--- src/rtl/md_word_packer.sv ---
// md_word_packer: packs MD byte-lane transfers into full words via an output FIFO.
// Define MD_PACKER_BSWAP_EN to present word_data byte-reversed.
module md_word_packer #(
  parameter int ALGN_DATA_WIDTH = 32,
  parameter int FIFO_DEPTH      = 4
) (
  input  logic                                   clk,
  input  logic                                   reset_n,
  input  logic                                   md_rx_valid,
  input  logic [ALGN_DATA_WIDTH-1:0]             md_rx_data,
  input  logic [$clog2(ALGN_DATA_WIDTH/8)-1:0]   md_rx_offset,
  input  logic [$clog2(ALGN_DATA_WIDTH/8):0]     md_rx_size,
  output logic                                   md_rx_ready,
  output logic                                   md_rx_err,
  input  logic                                   flush,
  output logic                                   word_valid,
  output logic [ALGN_DATA_WIDTH-1:0]             word_data,
  output logic [$clog2(ALGN_DATA_WIDTH/8):0]     word_bytes,
  input  logic                                   word_ready,
  output logic [$clog2(FIFO_DEPTH):0]            fill_level,
  output logic [7:0]                             drop_cnt
);

  localparam int W  = ALGN_DATA_WIDTH;
  localparam int NB = W / 8;
  localparam int SW = $clog2(NB) + 1;
  localparam int PW = $clog2(FIFO_DEPTH);
  localparam int CW = PW + 1;
  localparam logic [SW-1:0] NB_C   = SW'(NB);
  localparam logic [CW-1:0] DEPTH_C = CW'(FIFO_DEPTH);

  typedef enum logic [1:0] {
    S_EMPTY,
    S_PARTIAL,
    S_FLUSH_PEND
  } state_e;

  state_e          state_q, state_d;
  logic [W-1:0]    acc_q, acc_d;
  logic [SW-1:0]   cnt_q, cnt_d;
  logic [7:0]      drop_q, drop_d;
  logic [CW-1:0]   fill_q;
  logic [PW-1:0]   wr_q, rd_q;
  logic [W-1:0]    mem_data_q [FIFO_DEPTH];
  logic [SW-1:0]   mem_bytes_q [FIFO_DEPTH];

  logic            legal, accept, push, pop, full;
  logic [W-1:0]    shifted, dsel, push_data, head;
  logic [2*W-1:0]  merged;
  logic [SW-1:0]   total, push_bytes;

  assign full  = (fill_q == DEPTH_C);
  assign legal = (md_rx_size != '0) &&
                 ((SW+1)'(md_rx_offset) + (SW+1)'(md_rx_size)
                  <= (SW+1)'(NB));
  assign md_rx_err   = md_rx_valid & ~legal;
  assign md_rx_ready = (fill_q < DEPTH_C) & ~flush &
                       (state_q != S_FLUSH_PEND);
  assign accept  = md_rx_valid & md_rx_ready;
  assign shifted = md_rx_data >> {md_rx_offset, 3'b000};
  assign total   = cnt_q + md_rx_size;

  always_comb begin
    dsel = '0;
    for (int b = 0; b < NB; b++) begin
      if (SW'(b) < md_rx_size) dsel[b*8 +: 8] = shifted[b*8 +: 8];
    end
  end

  // accumulator is kept zero above lane cnt_q, so OR-merging is safe
  assign merged = {{W{1'b0}}, acc_q} |
                  ({{W{1'b0}}, dsel} << {cnt_q, 3'b000});

  always_comb begin
    state_d    = state_q;
    acc_d      = acc_q;
    cnt_d      = cnt_q;
    drop_d     = drop_q;
    push       = 1'b0;
    push_data  = acc_q;
    push_bytes = cnt_q;
    unique case (state_q)
      S_FLUSH_PEND: begin
        if (!full) begin
          push    = 1'b1;
          acc_d   = '0;
          cnt_d   = '0;
          state_d = S_EMPTY;
        end
      end
      default: begin
        if (flush && state_q == S_PARTIAL) begin
          state_d = S_FLUSH_PEND;
        end else if (accept && !legal) begin
          if (drop_q != 8'hFF) drop_d = drop_q + 8'd1;
        end else if (accept) begin
          if (total >= NB_C) begin
            push       = 1'b1;
            push_data  = merged[W-1:0];
            push_bytes = NB_C;
            acc_d      = merged[2*W-1:W];
            cnt_d      = total - NB_C;
          end else begin
            acc_d = merged[W-1:0];
            cnt_d = total;
          end
          state_d = (cnt_d == '0) ? S_EMPTY : S_PARTIAL;
        end
      end
    endcase
  end

  always_ff @(posedge clk or negedge reset_n) begin
    if (!reset_n) begin
      state_q <= S_EMPTY;
      acc_q   <= '0;
      cnt_q   <= '0;
      drop_q  <= '0;
    end else begin
      state_q <= state_d;
      acc_q   <= acc_d;
      cnt_q   <= cnt_d;
      drop_q  <= drop_d;
    end
  end

  assign pop = word_valid & word_ready;

  always_ff @(posedge clk or negedge reset_n) begin
    if (!reset_n) begin
      wr_q   <= '0;
      rd_q   <= '0;
      fill_q <= '0;
    end else begin
      if (push) wr_q <= wr_q + 1'b1;
      if (pop)  rd_q <= rd_q + 1'b1;
      unique case ({push, pop})
        2'b10:   fill_q <= fill_q + 1'b1;
        2'b01:   fill_q <= fill_q - 1'b1;
        default: fill_q <= fill_q;
      endcase
    end
  end

  always_ff @(posedge clk) begin
    if (push) begin
      mem_data_q[wr_q]  <= push_data;
      mem_bytes_q[wr_q] <= push_bytes;
    end
  end

  assign head = mem_data_q[rd_q];

  always_comb begin
    word_data = '0;
    if (word_valid) begin
`ifdef MD_PACKER_BSWAP_EN
      for (int b = 0; b < NB; b++) begin
        word_data[b*8 +: 8] = head[(NB-1-b)*8 +: 8];
      end
`else
      word_data = head;
`endif
    end
  end

  assign word_valid = (fill_q != '0);
  assign word_bytes = word_valid ? mem_bytes_q[rd_q] : '0;
  assign fill_level = fill_q;
  assign drop_cnt   = drop_q;

endmodule

--- config.mk ---
export PLATFORM = sky130hd
export DESIGN_NAME = md_word_packer
export DESIGN_NICKNAME = d
export VERILOG_FILES = /design/src/rtl/md_word_packer.sv
export SDC_FILE = /design/constraint.sdc
export NUM_CORES = 1
export LEC_CHECK = 0
export ABC_AREA = 1
export CORE_AREA = 3 3 120 237
export CTS_CLUSTER_SIZE = 30
export DETAILED_ROUTE_END_ITERATION = 8
export DIE_AREA = 0 0 123 240
export GPL_TIMING_DRIVEN = 0
export HOLD_SLACK_MARGIN = 0.05
export PLACE_DENSITY = 0.59
export SETUP_SLACK_MARGIN = 0.2
export SLEW_MARGIN = 20
export SYNTH_ARGS = -nofsm -noshare
export SYNTH_HDL_FRONTEND = slang
export SYNTH_SLANG_ARGS = --single-unit
--- constraint.sdc ---
create_clock -name clk -period 9.85 [get_ports clk]
set_input_delay 1.4775 -clock clk [delete_from_list [all_inputs] [get_ports clk]]
set_output_delay 1.4775 -clock clk [all_outputs]
set_load 0.01 [all_outputs]
==> results of run 1 <==
[layout make-up]
cell class	count	area (µm²)
repair buffers	95	1010
multi-input cells	958	4470
plain buffers	82	360
well taps	348	435
inverters	89	337
clock inverters	15	178
fillers	2708	14200
clock buffers	17	425
flip-flops and latches	192	5510
[metrics by stage]
stage / area (µm²) / setup slack, ps / hold slack, ps
after global routing: 12700 / 3980 / 515
after global placement: 12000 / 2360 / 458
after CTS: 12700 / 4090 / 495
after floorplan: 10600 / 4780 / 442
after detailed placement: 12100 / 4090 / 476
final: 12700 / 4120 / 485
[state kept, by name, indices dropped and copies added (netlist names)]
name	flops
wr_q	2
fill_level	3
mem_data_q	128
cnt_q	3
rd_q	2
acc_q	32
mem_bytes_q	12
state_q	2
drop_cnt	8
[cells in the mapped netlist, drive strengths merged]
cell	instances
a21oi	84
a32oi	1
and2	1
buf	35
clkbuf	47
clkinv	4
dfrtp	52
edfxtp	140
fa	3
ha	9
inv	85
mux2	2
nand2	343
nand3	161
nand4	34
nor2	193
nor3	4
o211ai	1
o21ai	100
o21bai	8
o31ai	2
or2	1
xnor2	4
xor2	7
[cell usage in the layout (no fill, tap or decap), types with 4 or more instances in the layout]
| cell type | n |
|---|---|
| nand2_1 | 340 |
| nor2_1 | 183 |
| nand3_1 | 160 |
| edfxtp_1 | 140 |
| clkdlybuf4s50_1 | 89 |
| a21oi_1 | 84 |
| inv_1 | 81 |
| o21ai_0 | 79 |
| dfrtp_1 | 52 |
| clkbuf_1 | 47 |
| nand4_1 | 34 |
| o21ai_1 | 21 |
| buf_2 | 18 |
| clkbuf_16 | 17 |
| buf_1 | 12 |
| ha_1 | 9 |
| nor2_4 | 8 |
| o21bai_1 | 8 |
| xor2_1 | 7 |
| clkinv_1 | 5 |
| xnor2_1 | 4 |
[kinds of logic (layout without fill, tap and decap cells)]
group,after synthesis,after routing,share of synthesized area [%]
flops,192,192,51.7
buf+inv,171,298,6.55
xor+xnor,11,11,0.906
compound gates,196,196,9.51
fa+ha+maj,12,12,1.62
simple gates,737,737,29.4
mux,2,2,0.212
[routing by layer]
layer | vias up | routed length, µm | part of all wire (%) | GRT usage, %
met5 | - | 0 | 0 | 0
met4 | 0 | 2940 | 8.2 | 18.6
met3 | 133 | 1180 | 3.3 | 3.53
met2 | 317 | 19700 | 55 | 46.8
met1 | 4376 | 11800 | 33 | 23.5
li1 | 4646 | - | - | -
[worst paths after layout]
path | end | slack [ps]
max in group asynchronous | acc_q[22]$_DFFE_PN0P_ | 8450
worst max register to register | mem_data_q[1][30]$_DFFE_PP_ | 5650
worst max-delay path | md_rx_err | 4120
min in group asynchronous | fill_level[1]$_DFFE_PN0P_ | 900
worst min register to register | state_q[1]$_DFFE_PN0P_ | 480
worst min-delay path | state_q[1]$_DFFE_PN0P_ | 480
[worst reg2reg max path, cell delays in order (launching register included)]
cell	delay, ps
dfrtp_1	320
buf_2	160
clkinv_1	170
clkbuf_1	390
fa_1	530
xor2_1	280
inv_1	120
nor2_4	280
nor2_2	150
inv_4	160
nand3_4	180
nand2_2	150
inv_1	180
nor2_4	560
buf_16	260
[where the power goes]
part           internal, mW  switching, mW
clock network         0.383          0.318
registers              1.18         0.0699
logic                 0.746           1.41
total                  2.31           1.80
==> impl_metrics.csv, run 1 <==
group,metric,value,unit
drt,first_pass_iters,5,
timing,setup_tns,0,ps
clock_network,cts_setup_buffers,0,
global_routing,grt_pass1_vias,9575,
timing,drv_slew,0,
die,dieHeight,240,µm
run_status,status,"completed",
timing,clock.fmax,0.175,GHz
timing,period_share,58.1,%
synth,netlist_area,0.0106,mm²
clock_network,cts.htree.levels,4,
run,drv_cap,0,
die,core_area,0.0269,mm²
synth,yosys_warnings,0,
synth,synth_top_area_cell,"edfxtp_1",
placed_design,gp_congestion,0.961,
cells_and_area,nets,1489,
timing,rsz0062_at_grt,"no",
critical_path,crit_type,"input pin to primary output",
cells_and_area,stdcell_count,1796,
clock_network,cts_resized,0,
clock_network,clock_path_buffers,2,
synth,ys_top_cells_by_area,"edfxtp_1 (40%), dfrtp_1 (12%), nand2_1 (12%)",
global_routing,antenna_found_initial,0,
critical_path,start_kind,"input pin",
synth,synth-seq-cells,192,
pwr,powerDensity,323,mW/mm²
drt,postRouteAntennaNets,0,
hold_path,hold-path-cell-count,2,
global_routing,grt_remaining_overflow,0,
placed_design,place_inst,1764,
global_routing,grt_max_degree,37,
hold_path,hp-start,"state_q[1]$_DFFE_PN0P_",
global_routing,grt_pass1_wl,54500,µm
drt,vias_per_cell,5.27,
clock_network,cts.sinks,192,
synth,syn_avg_cell_area,8.05,µm²
clock_network,root_buffer,"clkbuf_16",
critical_path,required,8370,ps
timing,fin_skew,14.6,ps
pwr,power.total,4.11,mW
critical_path,crit_buf_inv,6,
timing,hold_viol,0,
synth,netlist_instances,1321,
timing,tightest_slew,782,ps
timing,fin_crit,5730,ps
die,ios,91,
timing,slew_headroom,47.9,%
drt,drtIter0Drc,593,
clock_network,path_clk_slew,70,ps
critical_path,cp_num_cells,11,
critical_path,crit_chain,"clkdlybuf4s50_1, buf_4, clkinv_1, buf_2, fa_1, nand2_1, nand3_1, nand3_1, nand2_1, inv_1, clkdlybuf4s50_1",
drt,routed_wl,35700,µm
critical_path,slowest_delay,550,ps
critical_path,reg2reg_depth,14,
placed_design,place.port_buffers,90,
placed_design,post-dp-hpwl,28700,µm
clock_network,cts_buffers,17,
cells_and_area,syn2layout_area_growth,19.6,%
global_routing,grt.total_usage,24.8,%
die,rows,85,
cells_and_area,diodes,0,
synth,synth_top_area_share,39.5,%
synth,syn_nets,1375,
critical_path,cp-end-kind,"primary output",
drt,drc,0,
critical_path,critPathLaunch,"md_rx_offset[1]",
critical_path,crit_path_top_delay_cell,"fa_1",
critical_path,worstPathArrival,4250,ps
clock_network,cts_tree,"yes",
synth,yosysSeqAreaShare,51.7,%
die,die_x,123,µm
drt,wl_per_cell,19.8,µm
clock_network,clock_latency,440,ps
clock_network,hold_buffers,0,
drt,vias,9472,
die,dieArea,0.0295,mm²
hold_path,hp-class,"flip-flop to flip-flop",
critical_path,cp_max_fo,10,
die,start_util,39.5,%
pwr,p_leak,5.23,nW
critical_path,r2r_start,"cnt_q[1]$_DFFE_PN0P_",
cells_and_area,drive_gt1_share,5.80,%
cells_and_area,final_util,47.3,%
timing,setup_violations,0,
critical_path,crit_family,"buffers and inverters",
synth,synth_cell_type_count,35,
pwr,peakVddDrop,0.106,mV
Power figures use the tool's default switching activity.
==> run 2, diff against run 1 <==
Clock period 9.85 ns to 5.7 ns, I/O delays scaled along.
==> results of run 2 <==
The final DEF is identical to that of run 1. Status: completed.
Main changes from that run: setup slack after placement 4090 ps -> 765 ps; setup slack after layout 4120 ps -> 1220 ps; hold slack 485 ps -> 274 ps; register-to-register setup slack 5650 ps -> 1500 ps; total power 4.11 mW -> 7.09 mW; worst IR drop on VDD 0.106 mV -> 0.183 mV
==> run 3, diff against run 2 <==
Settings changed: PLACE_DENSITY 0.59 to 0.61.
Clock period 5.7 ns to 4 ns, I/O delays scaled along.
==> run 3 against run 2 <==
Core utilization grew 0.86 points. Worst hold slack lost 140 ps. Register-to-register slack lost 1000 ps. Die area is the same. Sequential cell count is the same. Critical path type unchanged.
==> impl_metrics.csv, run 3 (synthesis results as in run 1) <==
group,metric,value,unit
die,die_x,123,µm
drt,routed_wl,35700,µm
cells_and_area,largest_register_ffs,128,
critical_path,required,3400,ps
global_routing,grt_pass1_vias,9460,
run,drv_cap,0,
pwr,p_leak,5.37,nW
cells_and_area,syn2layout_area_growth,21.8,%
timing,clock.fmax,0.275,GHz
clock_network,clock_path_buffers,2,
pwr,peakVddDrop,0.271,mV
pwr,powerDensity,788,mW/mm²
hold_path,hp-class,"input pin to async pin",
timing,fin_skew,12.9,ps
timing,period_share,91.0,%
critical_path,cp_max_fo,10,
critical_path,worstPathArrival,3040,ps
clock_network,cts_tree,"yes",
cells_and_area,multi_input_area,0.00448,mm²
die,start_util,39.5,%
timing,slew_headroom,44.8,%
drt,first_pass_iters,6,
global_routing,antenna_found_initial,0,
global_routing,grt.total_usage,24.7,%
cells_and_area,final_cell_area,0.0130,mm²
critical_path,reg2reg_depth,17,
pwr,power.total,10.2,mW
global_routing,grt_remaining_overflow,0,
critical_path,crit_chain,"clkdlybuf4s50_1, buf_6, clkinv_4, buf_4, fa_1, nand2_1, nand3_1, nand3_1, nand2_1, inv_1, clkdlybuf4s50_1",
drt,vias,9554,
timing,fin_crit,3640,ps
timing,drv_slew,0,
cells_and_area,diodes,0,
cells_and_area,nFillCells,2647,
run_status,status,"completed",
cells_and_area,drive_gt1_share,7.81,%
critical_path,crit_type,"input pin to primary output",
critical_path,start_kind,"input pin",
clock_network,root_buffer,"clkbuf_16",
clock_network,cts.htree.levels,4,
clock_network,clock_latency,440,ps
placed_design,post-dp-hpwl,28100,µm
drt,wl_per_cell,19.6,µm
placed_design,place.port_buffers,90,
die,rows,85,
global_routing,grt_pass1_wl,54200,µm
drt,drc,0,
die,dieArea,0.0295,mm²
timing,tightest_slew,825,ps
global_routing,grt_max_degree,53,
die,ios,91,
drt,postRouteAntennaNets,0,
timing,setup_violations,0,
cells_and_area,largest_registers,"mem_data_q: 128 flops, acc_q: 32 flops, mem_bytes_q: 12 flops",
critical_path,cp-end-kind,"primary output",
timing,hold_viol,0,
cells_and_area,most-common-layout-cells,"nand2_1 (340), nor2_1 (183), nand3_1 (160), edfxtp_1 (140), clkdlybuf4s50_1 (89)",
timing,fin_ws,359,ps
clock_network,path_clk_slew,80,ps
drt,drtIter0Drc,572,
critical_path,crit_path_top_delay_cell,"fa_1",
placed_design,dpl_cell_area,0.0121,mm²
cells_and_area,final-seq-area,0.00551,mm²
clock_network,cts.sinks,192,
cells_and_area,nets,1514,
cells_and_area,final_common_cell,"nand2_1",
clock_network,cts_buffers,17,
die,dieHeight,240,µm
critical_path,slowest_delay,540,ps
cells_and_area,largest-register,"mem_data_q",
die,core_area,0.0269,mm²
timing,setup_tns,0,ps
drt,vias_per_cell,5.25,
placed_design,place_ws,-685,ps
timing,rsz0062_at_grt,"no",
placed_design,gp_congestion,0.988,
[run 3: worst paths after layout]
kind,slack (ps),startpoint,end
setup / recovery,360,md_rx_offset[1],md_rx_err
hold / removal,140,reset_n,fill_level[0]$_DFFE_PN0P_
setup reg to reg,460,cnt_q[1]$_DFFE_PN0P_,fill_level[2]$_DFFE_PN0P_
hold reg to reg,480,state_q[1]$_DFFE_PN0P_,state_q[1]$_DFFE_PN0P_
max in group asynchronous,3600,reset_n,acc_q[29]$_DFFE_PN0P_
min in group clk,480,state_q[1]$_DFFE_PN0P_,state_q[1]$_DFFE_PN0P_
[run 3: worst max-delay path: cells and delay by family]
kind                       cells  cell delay, ps
adders and majority gates      1             540
and+or+nand+nor                4             390
buffers and inverters          6            1490
[run 3: power breakdown]
part           internal [mW]  leakage [nW]  switching (mW)
sequential              2.91          1.90           0.177
clock                  0.961         0.294           0.787
combinational           1.92          3.18            3.46
total                   5.79          5.37            4.43
[run 3: per-stage QoR]
stage | instances | utilization, % | hold slack [ps]
final | 1821 | 48.2 | 137
after global routing | 1821 | 48.2 | 141
after CTS | 1810 | 47.8 | 130
after detailed placement | 1764 | 45.0 | 464
after global placement | 1759 | 44.5 | 457
after floorplan | 1321 | - | 304
[run 3: cell type report]
type | count | area share, %
flip-flops and latches | 192 | 42.5
clock buffers | 18 | 3.39
multi-input cells | 958 | 34.6
inverters | 89 | 2.67
plain buffers | 82 | 2.85
well taps | 348 | 3.36
clock inverters | 14 | 1.35
repair buffers | 120 | 9.31
[run 3: repair_timing]
| item | 4_1_cts | 5_1_grt |
|---|---|---|
| hold buffers | 0 | 0 |
| hold endpoints to repair | 0 | 0 |
| setup buffers | 14 | 11 |
| pin swaps | 4 | 3 |
| endpoints found under the setup margin | 145 | 112 |
| resized for setup | 6 | 5 |
| cloned | 0 | 0 |
[run 3: per-layer routing]
layer	vias up	track usage (%)	part of all wire, %
met5	-	0	0
met4	0	18.0	8.2
met3	126	3.11	3.6
met2	323	46.4	55
met1	4410	24.0	33
li1	4695	-	-
==> RTL edit 1, RTL diff (flow settings as in run 2) <==
The parameter `FIFO_DEPTH` goes from 4 to 2.
--- a/src/rtl/md_word_packer.sv
+++ b/src/rtl/md_word_packer.sv
@@ -4,3 +4,3 @@
   parameter int ALGN_DATA_WIDTH = 32,
-  parameter int FIFO_DEPTH      = 4
+  parameter int FIFO_DEPTH      = 2
 ) (
Interface: changed (resized fill_level); port bits go from 91 to 90. No check against the original RTL was run, so the function may have changed too.
==> RTL edit 1 against run 2 <==
Sequential cell count down 73; area after synthesis down 29%; cell count down 16%; sequential share of layout area down 8.2 points; setup slack worse by 0.14 ns; power down 26%; routed wire length down 24%; final area down 25%; critical endpoint unchanged.
==> RTL edit 1: results (changes against run 2) <==
Max IR drop VDD = 0.176 mV (-4.0%)
Syn Nets = 1079 (-22%)
P_sw = 2.27 mW (-27%)
Power Clock = 1.01 mW (-17%)
skew final = 0.0175 ns (+0.00289 ns)
WL/cell = 18.1 µm (-8.8%)
Via Count = 7312 (-23%)
Area contributors post-synth = edfxtp_1 (28%), nand2_1 (18%), dfrtp_1 (16%), nand3_1 (11%), a21oi_1 (6.8%)
number of synthesized flops with an enable pin = 70 (-50%)
Compound-Gate Fraction of Synth Area = 0.125 (+0.0298)
Yosys cell types = 36 (+2.9%)
Post-Synth XOR/XNOR Area = 0.0116 (+0.00253)
area post-placement = 8940 µm² (-26%)
Worst EP arrival = 3.77 ns (+0.14 ns)
layout cells sized above 1 = 0.0763 (+0.0183)
clock latency on the worst-skew pair = 0.42 ns (-0.02 ns)
Setup WS pre-CTS = 0.974 ns (+0.209 ns)
Mapped Cells = 1030 (-22%)
Max-slew headroom = 0.434 (-0.0444)
placed cells = 1469 (-17%)
most common library cells after synthesis = nand2_1 (372), nand3_1 (167), a21oi_1 (102)
Pint = 2.94 mW (-26%)
Async SR Flop Fraction = 0.412 (+0.141)
global placer's final weighted congestion = 0.992 (+3.2%)
max reg flops = 64 (-50%)
all-layer global routing usage = 0.187 (-0.0618)
initial drt markers = 389 (-34%)
fraction of synthesized area in multiplexers = 0 (-0.00212)
Final HPWL DP = 22500 µm (-22%)
Port Buffers = 89 (-1.1%)
first-pass GRT wire length = 41300 µm (-24%)
adder-cell area share of the yosys netlist = 0.0136 (-0.00266)
Fill cells = 2801 (+3.4%)
outcome = finished, final reports clean
leakage = 4.08 nW (-22%)
Nets = 1189 (-20%)
largest net degree at the start of global routing = 50 (+35%)
register area share after synthesis = 0.440 (-0.0773)
## RTL edit 1: worst max-delay path: stages
cell,delay [ns]
clkdlybuf4s50_1,0.48
buf_4,0.18
clkinv_1,0.33
buf_2,0.34
fa_1,0.49
nand2_1,0.08
nand3_1,0.07
nand3_1,0.22
inv_1,0.07
nor2_1,0.10
clkdlybuf4s50_1,0.54
## RTL edit 1: layer usage
| metal | GRT usage | vias to the layer above | wire length (µm) | share of wire |
|---|---|---|---|---|
| met3 | 0.0271 | 84 | 952 | 0.035 |
| met2 | 0.356 | 221 | 15100 | 0.56 |
| met1 | 0.171 | 3342 | 9040 | 0.33 |
| li1 | - | 3665 | - | - |
| met4 | 0.143 | 0 | 2090 | 0.077 |
| met5 | 0 | - | 0 | 0 |
## RTL edit 1: area by class of cell
type	count	area (µm²)	area share
buffer	62	282	0.0296
clock buffer	22	454	0.0478
clock inverter	10	105	0.0111
inverter	60	225	0.0237
multi-input combinational	789	3740	0.394
sequential	119	3330	0.350
tap	348	435	0.0458
timing repair buffer	91	928	0.0977
## RTL edit 1: path summary, 6_finish.rpt
path                                            start  cells past startpoint                     endpoint  slack, ns
min in group clk                acc_q[25]$_DFFE_PN0P_                      2        acc_q[25]$_DFFE_PN0P_       0.49
worst min register to register  acc_q[25]$_DFFE_PN0P_                      2        acc_q[25]$_DFFE_PN0P_       0.49
worst max-delay path                  md_rx_offset[1]                     11                    md_rx_err       1.08
worst max register to register   cnt_q[1]$_DFFE_PN0P_                     13  mem_data_q[1][24]$_DFFE_PP_       1.70
max in group asynchronous                     reset_n                      1        acc_q[18]$_DFFE_PN0P_       4.75
worst min-delay path                          reset_n                      1         cnt_q[1]$_DFFE_PN0P_       0.47
==> RTL edit 2, RTL diff (flow settings as in run 2) <==
Made on the original files. The 3 states of `state_e` get a one-hot encoding in 3 bits.
--- a/src/rtl/md_word_packer.sv
+++ b/src/rtl/md_word_packer.sv
@@ -31,6 +31,6 @@
 
-  typedef enum logic [1:0] {
-    S_EMPTY,
-    S_PARTIAL,
-    S_FLUSH_PEND
+  typedef enum logic [2:0] {
+    S_EMPTY      = 3'b001,
+    S_PARTIAL    = 3'b010,
+    S_FLUSH_PEND = 3'b100
   } state_e;
Function: same outputs for any inputs over 4 cycles, from zero or initial values and one cycle with reset_n low; so few cycles prove little.
==> RTL edit 2 against run 2 <==
Non-clock buffer count up 1; setup slack worse by 0.11 ns; final area rose by 1.8%; core utilization up 0.83 points; sequential cell count is 1 higher; critical path type unchanged; power shrank 2.3%; area after synthesis up 2.4%; routed wire length is 3.7% higher; combinational power decreased by 1%.
==> RTL edit 2: results (changes against run 2) <==
Max-slew headroom = 0.468 (-0.0103)
antenna violations before repair = 0 (unchanged)
Fill cells = 2696 (-0.44%)
Nets = 1541 (+3.5%)
Async SR Flop Fraction = 0.275 (+0.00378)
clock-cell share of area = 0.0444 (-0.00294)
biggest regs = mem_data_q (128), acc_q (32), mem_bytes_q (12)
vias in the first global route = 9760 (+1.9%)
sw frac = 0.446 (+0.00843)
register area share after synthesis = 0.508 (-0.00971)
Max Buffers Root-to-Sink = 2 (unchanged)
Yosys cell types = 37 (+5.7%)
outcome = finished, final reports clean
invs w/o clock = 103 (+16%)
final setup vio count = 0 (unchanged)
Post-CTS Setup Repair Bufs = 0 (unchanged)
initial drt markers = 640 (+7.9%)
Yosys reg bits = 193 (+0.52%)
WL/cell = 20.0 µm (+0.79%)
Final HPWL DP = 30000 µm (+4.4%)
Combinational Power Share = 0.530 (+0.005)
Port Buffers = 89 (-1.1%)
Worst EP arrival = 3.74 ns (+0.11 ns)
clock buf count = 18 (+1)
P_sw = 3.09 mW (-0.37%)
global placer's final weighted congestion = 1.04 (+7.8%)
CP startpoint kind = input port
clock power share = 0.169 (-0.002)
first-pass GRT wire length = 56400 µm (+3.5%)
Data buffer area share = 0.105 (-0.00254)
placed cells = 1816 (+2.9%)
most common library cells after synthesis = nand2_1 (368), nor2_1 (189), nand3_1 (181)
Avg Cell Area, Syn = 7.93 µm² (-1.5%)
number of synthesized flops with an enable pin = 140 (unchanged)
Reg-to-Reg Start = cnt_q[1]$_DFFE_PN0P_
layout cells sized above 1 = 0.0607 (+0.00266)
ANT cells = 0 (unchanged)
Max IR drop VDD = 0.206 mV (+13%)
Num CTS Buffers = 17 (unchanged)
skew final = 0.0155 ns (+0.000886 ns)
routed wire length = 37000 µm (+3.7%)
worst r2r dst = mem_data_q[1][12]$_DFFE_PP_
clock latency on the worst-skew pair = 0.45 ns
bufs w/o clock = 178 (+0.56%)
Register Area = 5530 µm² (+0.48%)
Clock transition at path regs = 0.07 ns (about the same)
register-to-register setup slack = 1.25 ns (-0.25 ns)
multi-input gate share of total cell area = 0.360 (+0.00812)
Via density = 5.31 (+0.70%)
count of multi-input gates = 994 (+3.8%)
CTS root buffer = clkbuf_16
CP Class = in -> out
Register-to-Register Path Depth = 15 (+1)
First-pass DRT Iterations = 5 (unchanged)
all-layer global routing usage = 0.260 (+0.0113)
leakage = 5.44 nW (+4.1%)
largest net degree at the start of global routing = 48 (+30%)
Area contributors post-synth = edfxtp_1 (39%), nand2_1 (13%), dfrtp_1 (12%), nand3_1 (8.3%), nor2_1 (6.5%)
Syn Nets = 1427 (+3.8%)
RTL edit 2: metal layers:
| layer | part of all wire | track usage | vias up |
|---|---|---|---|
| met3 | 0.028 | 0.0330 | 117 |
| li1 | - | - | 4774 |
| met5 | 0 | 0 | - |
| met1 | 0.33 | 0.245 | 4631 |
| met2 | 0.56 | 0.504 | 292 |
| met4 | 0.075 | 0.173 | 0 |
RTL edit 2: cell families after synthesis:
logic type,count (synthesis),share of synthesized area
buf+inv,186,0.0680
xor+xnor,11,0.0106
mux,2,0.00207
simple gates,777,0.303
compound gates,192,0.0929
fa+ha+maj,12,0.0158
flops,193,0.508
RTL edit 2: stage by stage:
step,worst slack (ns),area [µm²],hold slack [ns]
after global routing,0.846,13000,0.204
after global placement,-1.33,12200,0.496
after CTS,1.05,13000,0.199
final,1.11,13000,0.219
after floorplan,0.950,10900,0.465
after detailed placement,0.632,12400,0.503
